**config.mk**
```make
export PLATFORM = sky130hd
export DESIGN_NAME = writeback_regfile
export DESIGN_NICKNAME = d
export VERILOG_FILES = /design/src/rtl/writeback_regfile.sv
export SDC_FILE = /design/constraint.sdc
export NUM_CORES = 2
export LEC_CHECK = 0
export ABC_AREA = 1
export BUFFER_PORTS_ARGS = -buffer_cell sky130_fd_sc_hd__buf_2
export CAP_MARGIN = 20
export CORE_MARGIN = 8
export CORE_UTILIZATION = 40
export DETAILED_ROUTE_END_ITERATION = 10
export PLACE_DENSITY_LB_ADDON = 0.08
export SLEW_MARGIN = 20
export SYNTH_ARGS = -nofsm -noshare
export SYNTH_HDL_FRONTEND = slang
export SYNTH_SLANG_ARGS = --single-unit
```
**constraint.sdc**
```tcl
create_clock -name clock -period 47.8 [get_ports clock]
set_clock_uncertainty 0.05 [all_clocks]
set_input_delay 9.56 -clock clock [delete_from_list [all_inputs] [get_ports clock]]
set_output_delay 9.56 -clock clock [all_outputs]
set_load 0.01 [all_outputs]
```
**src/rtl/writeback_regfile.sv**
```systemverilog
// -----------------------------------------------------------------------------
// writeback_regfile
//
// Writeback stage of the 5-stage CPU together with the architectural register
// file. Selects the writeback value (ALU result or memory data), commits it to
// a 32x32 register file, serves two combinational read ports to decode,
// exposes the selected value for forwarding and counts retired writes.
//
// Optional feature (compile-time macro WB_BYPASS_EN):
//   defined   - write-through bypass: a read port addressing the register
//               being committed this cycle returns w_write_data immediately.
//   undefined - read ports return stored contents only (1-cycle latency).
//
// Ports:
//   clock           in   system clock, rising edge
//   reset           in   asynchronous, active-high reset
//   w_dst_reg       in   destination register index (MEM/WB)
//   w_reg_write     in   register write enable (MEM/WB)
//   w_mem_to_reg    in   write-data select: 0 = ALU result, 1 = memory data
//   w_alu_result    in   ALU result (MEM/WB)
//   w_mem_data      in   memory read data (MEM/WB)
//   d_rs_addr       in   decode read port A index
//   d_rt_addr       in   decode read port B index
//   d_rs_data       out  read port A data
//   d_rt_data       out  read port B data
//   w_write_data    out  selected writeback value, for forwarding
//   w_write_valid   out  commit to a nonzero register this cycle
//   w_retire_count  out  committed register writes since reset (wraps)
// -----------------------------------------------------------------------------
module writeback_regfile #(
  parameter int NUM_REGS = 32,  // index width is fixed at 5 bits; must be 32
  parameter int DATA_W   = 32
) (
  input  logic              clock,
  input  logic              reset,
  input  logic [4:0]        w_dst_reg,
  input  logic              w_reg_write,
  input  logic              w_mem_to_reg,
  input  logic [DATA_W-1:0] w_alu_result,
  input  logic [DATA_W-1:0] w_mem_data,
  input  logic [4:0]        d_rs_addr,
  input  logic [4:0]        d_rt_addr,
  output logic [DATA_W-1:0] d_rs_data,
  output logic [DATA_W-1:0] d_rt_data,
  output logic [DATA_W-1:0] w_write_data,
  output logic              w_write_valid,
  output logic [31:0]       w_retire_count
);

  // Entry 0 exists only so every 5-bit index is in range; it is never written
  // and is masked on read, so synthesis reduces it to constant zero.
  logic [DATA_W-1:0] regs [0:NUM_REGS-1];
  logic [31:0]       retire_count;

  assign w_write_data   = w_mem_to_reg ? w_mem_data : w_alu_result;
  // Gating with reset keeps a pending write from committing, bypassing or
  // counting while reset is held.
  assign w_write_valid  = w_reg_write & (w_dst_reg != 5'd0) & ~reset;
  assign w_retire_count = retire_count;

  // NOTE: the register array is reset explicitly so no X can ever be read
  // back; this costs a reset net on every entry but the spec forbids X.
  always_ff @(posedge clock or posedge reset) begin
    if (reset) begin
      for (int i = 0; i < NUM_REGS; i++) regs[i] <= '0;
    end else if (w_write_valid) begin
      // NOTE: sequential state uses non-blocking assignment so every flop
      // samples pre-edge values regardless of process ordering.
      regs[w_dst_reg] <= w_write_data;
    end
  end

  always_ff @(posedge clock or posedge reset) begin
    if (reset) begin
      retire_count <= '0;
    end else if (w_write_valid) begin
      retire_count <= retire_count + 32'd1;  // wraps modulo 2^32
    end
  end

  // Read ports: r0 masking is applied last so it overrides any bypass.
  always_comb begin
    // NOTE: assign the default first so no path leaves the output unassigned,
    // which would otherwise infer a latch.
    d_rs_data = regs[d_rs_addr];
`ifdef WB_BYPASS_EN
    if (w_write_valid && (d_rs_addr == w_dst_reg)) d_rs_data = w_write_data;
`endif
    if (d_rs_addr == 5'd0) d_rs_data = '0;
  end

  always_comb begin
    d_rt_data = regs[d_rt_addr];
`ifdef WB_BYPASS_EN
    if (w_write_valid && (d_rt_addr == w_dst_reg)) d_rt_data = w_write_data;
`endif
    if (d_rt_addr == 5'd0) d_rt_data = '0;
  end

endmodule

```
==> summary.txt <==
final standard cell area without fillers -> 0.0648 sq mm
clock tree from TritonCTS -> built
Cell Area, Placed -> 0.0606 sq mm
Comb power frac -> 18.6%
GRT Residual Overflow -> 0
standard-cell row count -> 140
final-report hold violation count -> 0
setup slack at placement -> 23910 ps
mean number of vias per cell -> 5.65
Maximum Capacitance Violations -> 0
headroom to the max-slew limit -> 20.3%
Avg Synthesized Cell Area -> 6.79 sq um
dominant cells by area after synthesis -> sky130_fd_sc_hd__dfrtp_1, sky130_fd_sc_hd__nand2_1, sky130_fd_sc_hd__nand3_1, sky130_fd_sc_hd__o21ai_0, sky130_fd_sc_hd__a21oi_1
arrival time worst endpoint -> 14260 ps
weighted congestion at the end of routability-driven global placement -> 0.818
Unique masters post-synth -> 27
cell area after technology mapping -> 0.0587 sq mm
power spent charging and discharging nets -> 0.843 mW
clock transition at the registers of the reported paths -> 60 ps
yosys synthesis warning count -> 0
Worst Tran Pin Value -> 1200 ps
run status -> complete, no violations
Post-Route WL -> 239000 microns
post-synthesis sequential area ratio -> 45.0%
number of vias in the routed layout -> 58500
commonest non-fill, non-tap cell in the layout -> sky130_fd_sc_hd__nand2_1
vias in the first global route -> 55700
number of clock sinks -> 1056
core footprint -> 0.146 sq mm
Clk Latency, worst-skew pair -> 770 ps
top library cells by usage in the layout, fill and taps aside -> sky130_fd_sc_hd__nand2_1, sky130_fd_sc_hd__nand3_1, sky130_fd_sc_hd__dfrtp_1
Sequential Power Share -> 43.9%
leakage component of the power -> 30.5 nW
global-route wire length before repair -> 361000 microns
# DRC -> 0
Yosys reg bits -> 1056
Total Power Consumption -> 2.64 mW
maximum buffer depth of the clock tree -> 3
layout cells sized above 1 -> 7.27%
area growth from synthesis to layout -> 10.5%
Die Outline Area -> 0.159 sq mm
data required time at the worst endpoint -> 38190 ps
number of nets in the layout -> 8424
TritonCTS Buffers -> 130
Boundary Pins -> 212
setup TNS -> 0 ps
number of antenna violations at the first check in global routing -> 4
share of the synthesized area in the top cell type -> 45.0%
remaining number of nets flagged by the antenna check after routing -> 0
number of antenna cells inserted -> 0
chip height -> 399 microns
combined global-route utilization of all metal layers -> 29.5%
CTS resizes -> 0
Detailed Place HPWL -> 123000 microns
clock tree root driver cell -> sky130_fd_sc_hd__clkbuf_16
WL/cell -> 23.1 microns
final setup margin -> 23930 ps
maximum resistive drop on vdd -> 0.0272 mV
hold buffers post-CTS -> 0
cell-internal power -> 1.80 mW
# Post-CTS Setup Buffers -> 0
PwrDens -> 40.8 mW/mm^2
type of the worst setup path -> in2out
number of optimization iterations in the first detailed-route pass -> 6
post-synthesis cell count -> 8645
largest driver fanout on the critical path -> 78
initial core utilization -> 40.3%
type of the tightest min-delay check -> reg2reg
H-tree depth reported by CTS -> 4
Worst Setup Start Kind -> primary input
net count after synthesis -> 8729
final worst-path cycle share -> 49.9%
count of input and output buffers -> 211
clock period minus worst slack -> 23870 ps
RSZ-0062 raised after global routing -> false
dominant cell type by area after synthesis -> sky130_fd_sc_hd__dfrtp_1
total count of max-transition violations in the final report -> 0
upper clock frequency limit -> 0.0419 GHz
number of violations reported at the end of detailed-routing iteration 0 -> 6408
die outline width -> 399 microns
clock network fraction of total power -> 37.6%
Critical Path Sink Type -> output port
number of setup violations in the final report -> 0
switch share -> 31.9%
pin count of the biggest net entering global routing -> 188
==> layout make-up <==
type	count	area [sq um]
clock buffers	196	3900
clock inverters	36	312
fillers	15200	80900
inverters	162	666
multi-input cells	6658	29000
flip-flops and latches	1056	26400
well taps	1917	2400
repair buffers	332	2090
==> state kept, by name, summed over array words and instances, names as in the netlist <==
| register | count |
|---|---|
| regs | 1024 |
| w_retire_count | 32 |
==> cells by family after synthesis <==
kind of cell	Yosys count	synth area share (%)
compound gates	1279	11.0
xor+xnor	21	0.313
fa+ha+maj	1	0.0213
buf+inv	931	6.11
flops	1056	45.0
simple gates	5357	37.5
==> routing by layer <==
metal,GRT usage (%),up-vias,wire [microns]
met5,0,-,0
met3,4.08,449,17600
li1,-,27400,-
met2,47.1,2524,108000
met1,40.9,28100,105000
met4,10.5,0,8670
==> per-stage QoR <==
step,std cells,hold WS (ps),utilization (%)
final,10400,351,44.5
after global routing,10400,361,44.5
after CTS,10400,354,44.5
after detailed placement,10100,339,41.6
after global placement,10100,336,41.6
after floorplan,8645,401,-
==> Yosys cell counts <==
master	number
sky130_fd_sc_hd__inv_1	155
sky130_fd_sc_hd__a21oi_1	529
sky130_fd_sc_hd__nor2_2	8
sky130_fd_sc_hd__buf_2	72
sky130_fd_sc_hd__dfrtp_1	1056
sky130_fd_sc_hd__nor4_1	1
sky130_fd_sc_hd__nor2_1	690
sky130_fd_sc_hd__nor3_2	1
sky130_fd_sc_hd__inv_2	4
sky130_fd_sc_hd__xnor2_1	5
sky130_fd_sc_hd__nor3_1	19
sky130_fd_sc_hd__nand2_2	1
sky130_fd_sc_hd__ha_1	1
sky130_fd_sc_hd__clkinv_1	3
sky130_fd_sc_hd__nor4_4	2
sky130_fd_sc_hd__xor2_1	16
sky130_fd_sc_hd__nand3_1	1398
sky130_fd_sc_hd__o21a_1	32
sky130_fd_sc_hd__nand4_1	8
sky130_fd_sc_hd__nor3_4	1
sky130_fd_sc_hd__o21ai_1	18
sky130_fd_sc_hd__o211ai_1	1
sky130_fd_sc_hd__nand3b_1	3
sky130_fd_sc_hd__o21ai_0	699
sky130_fd_sc_hd__nand2_1	3225
sky130_fd_sc_hd__buf_1	65
sky130_fd_sc_hd__clkbuf_1	632
==> power by group through the flow <==
stage | clock [mW] | combinational (mW) | sequential (mW)
2_1_floorplan | 0 | 0.357 | 1.14
5_1_grt | 1.05 | 0.560 | 1.18
3_3_place_gp | 0 | 0.480 | 1.17
3_5_place_dp | 0 | 0.490 | 1.17
6_report | 0.993 | 0.490 | 1.16
4_1_cts | 1.01 | 0.490 | 1.15
==> critical path, cell delays in order <==
cell	delay, ps
sky130_fd_sc_hd__buf_8	340
sky130_fd_sc_hd__buf_4	770
sky130_fd_sc_hd__buf_4	810
sky130_fd_sc_hd__buf_4	770
sky130_fd_sc_hd__buf_4	800
sky130_fd_sc_hd__nand2_1	130
sky130_fd_sc_hd__nand3_1	120
sky130_fd_sc_hd__nand3_1	90
sky130_fd_sc_hd__nand2_1	130
sky130_fd_sc_hd__nand2_1	60
sky130_fd_sc_hd__nand3_1	90
sky130_fd_sc_hd__nand2_1	80
sky130_fd_sc_hd__nor2_1	210
sky130_fd_sc_hd__buf_2	210
==> path summary, 6_finish.rpt <==
check	startpoint	end	slack [ps]	depth (start not counted)
max	d_rt_addr[0]	d_rt_data[3]	23930	14
min	regs[1006]	regs[1006]	350	0
max reg2reg	w_retire_count[2]	w_retire_count[24]	46040	9
min reg2reg	regs[1006]	regs[1006]	350	0
max in group asynchronous	reset	regs[834]	35600	5
min in group asynchronous	reset	regs[886]	8840	2
(Power assumes the default switching activity.)
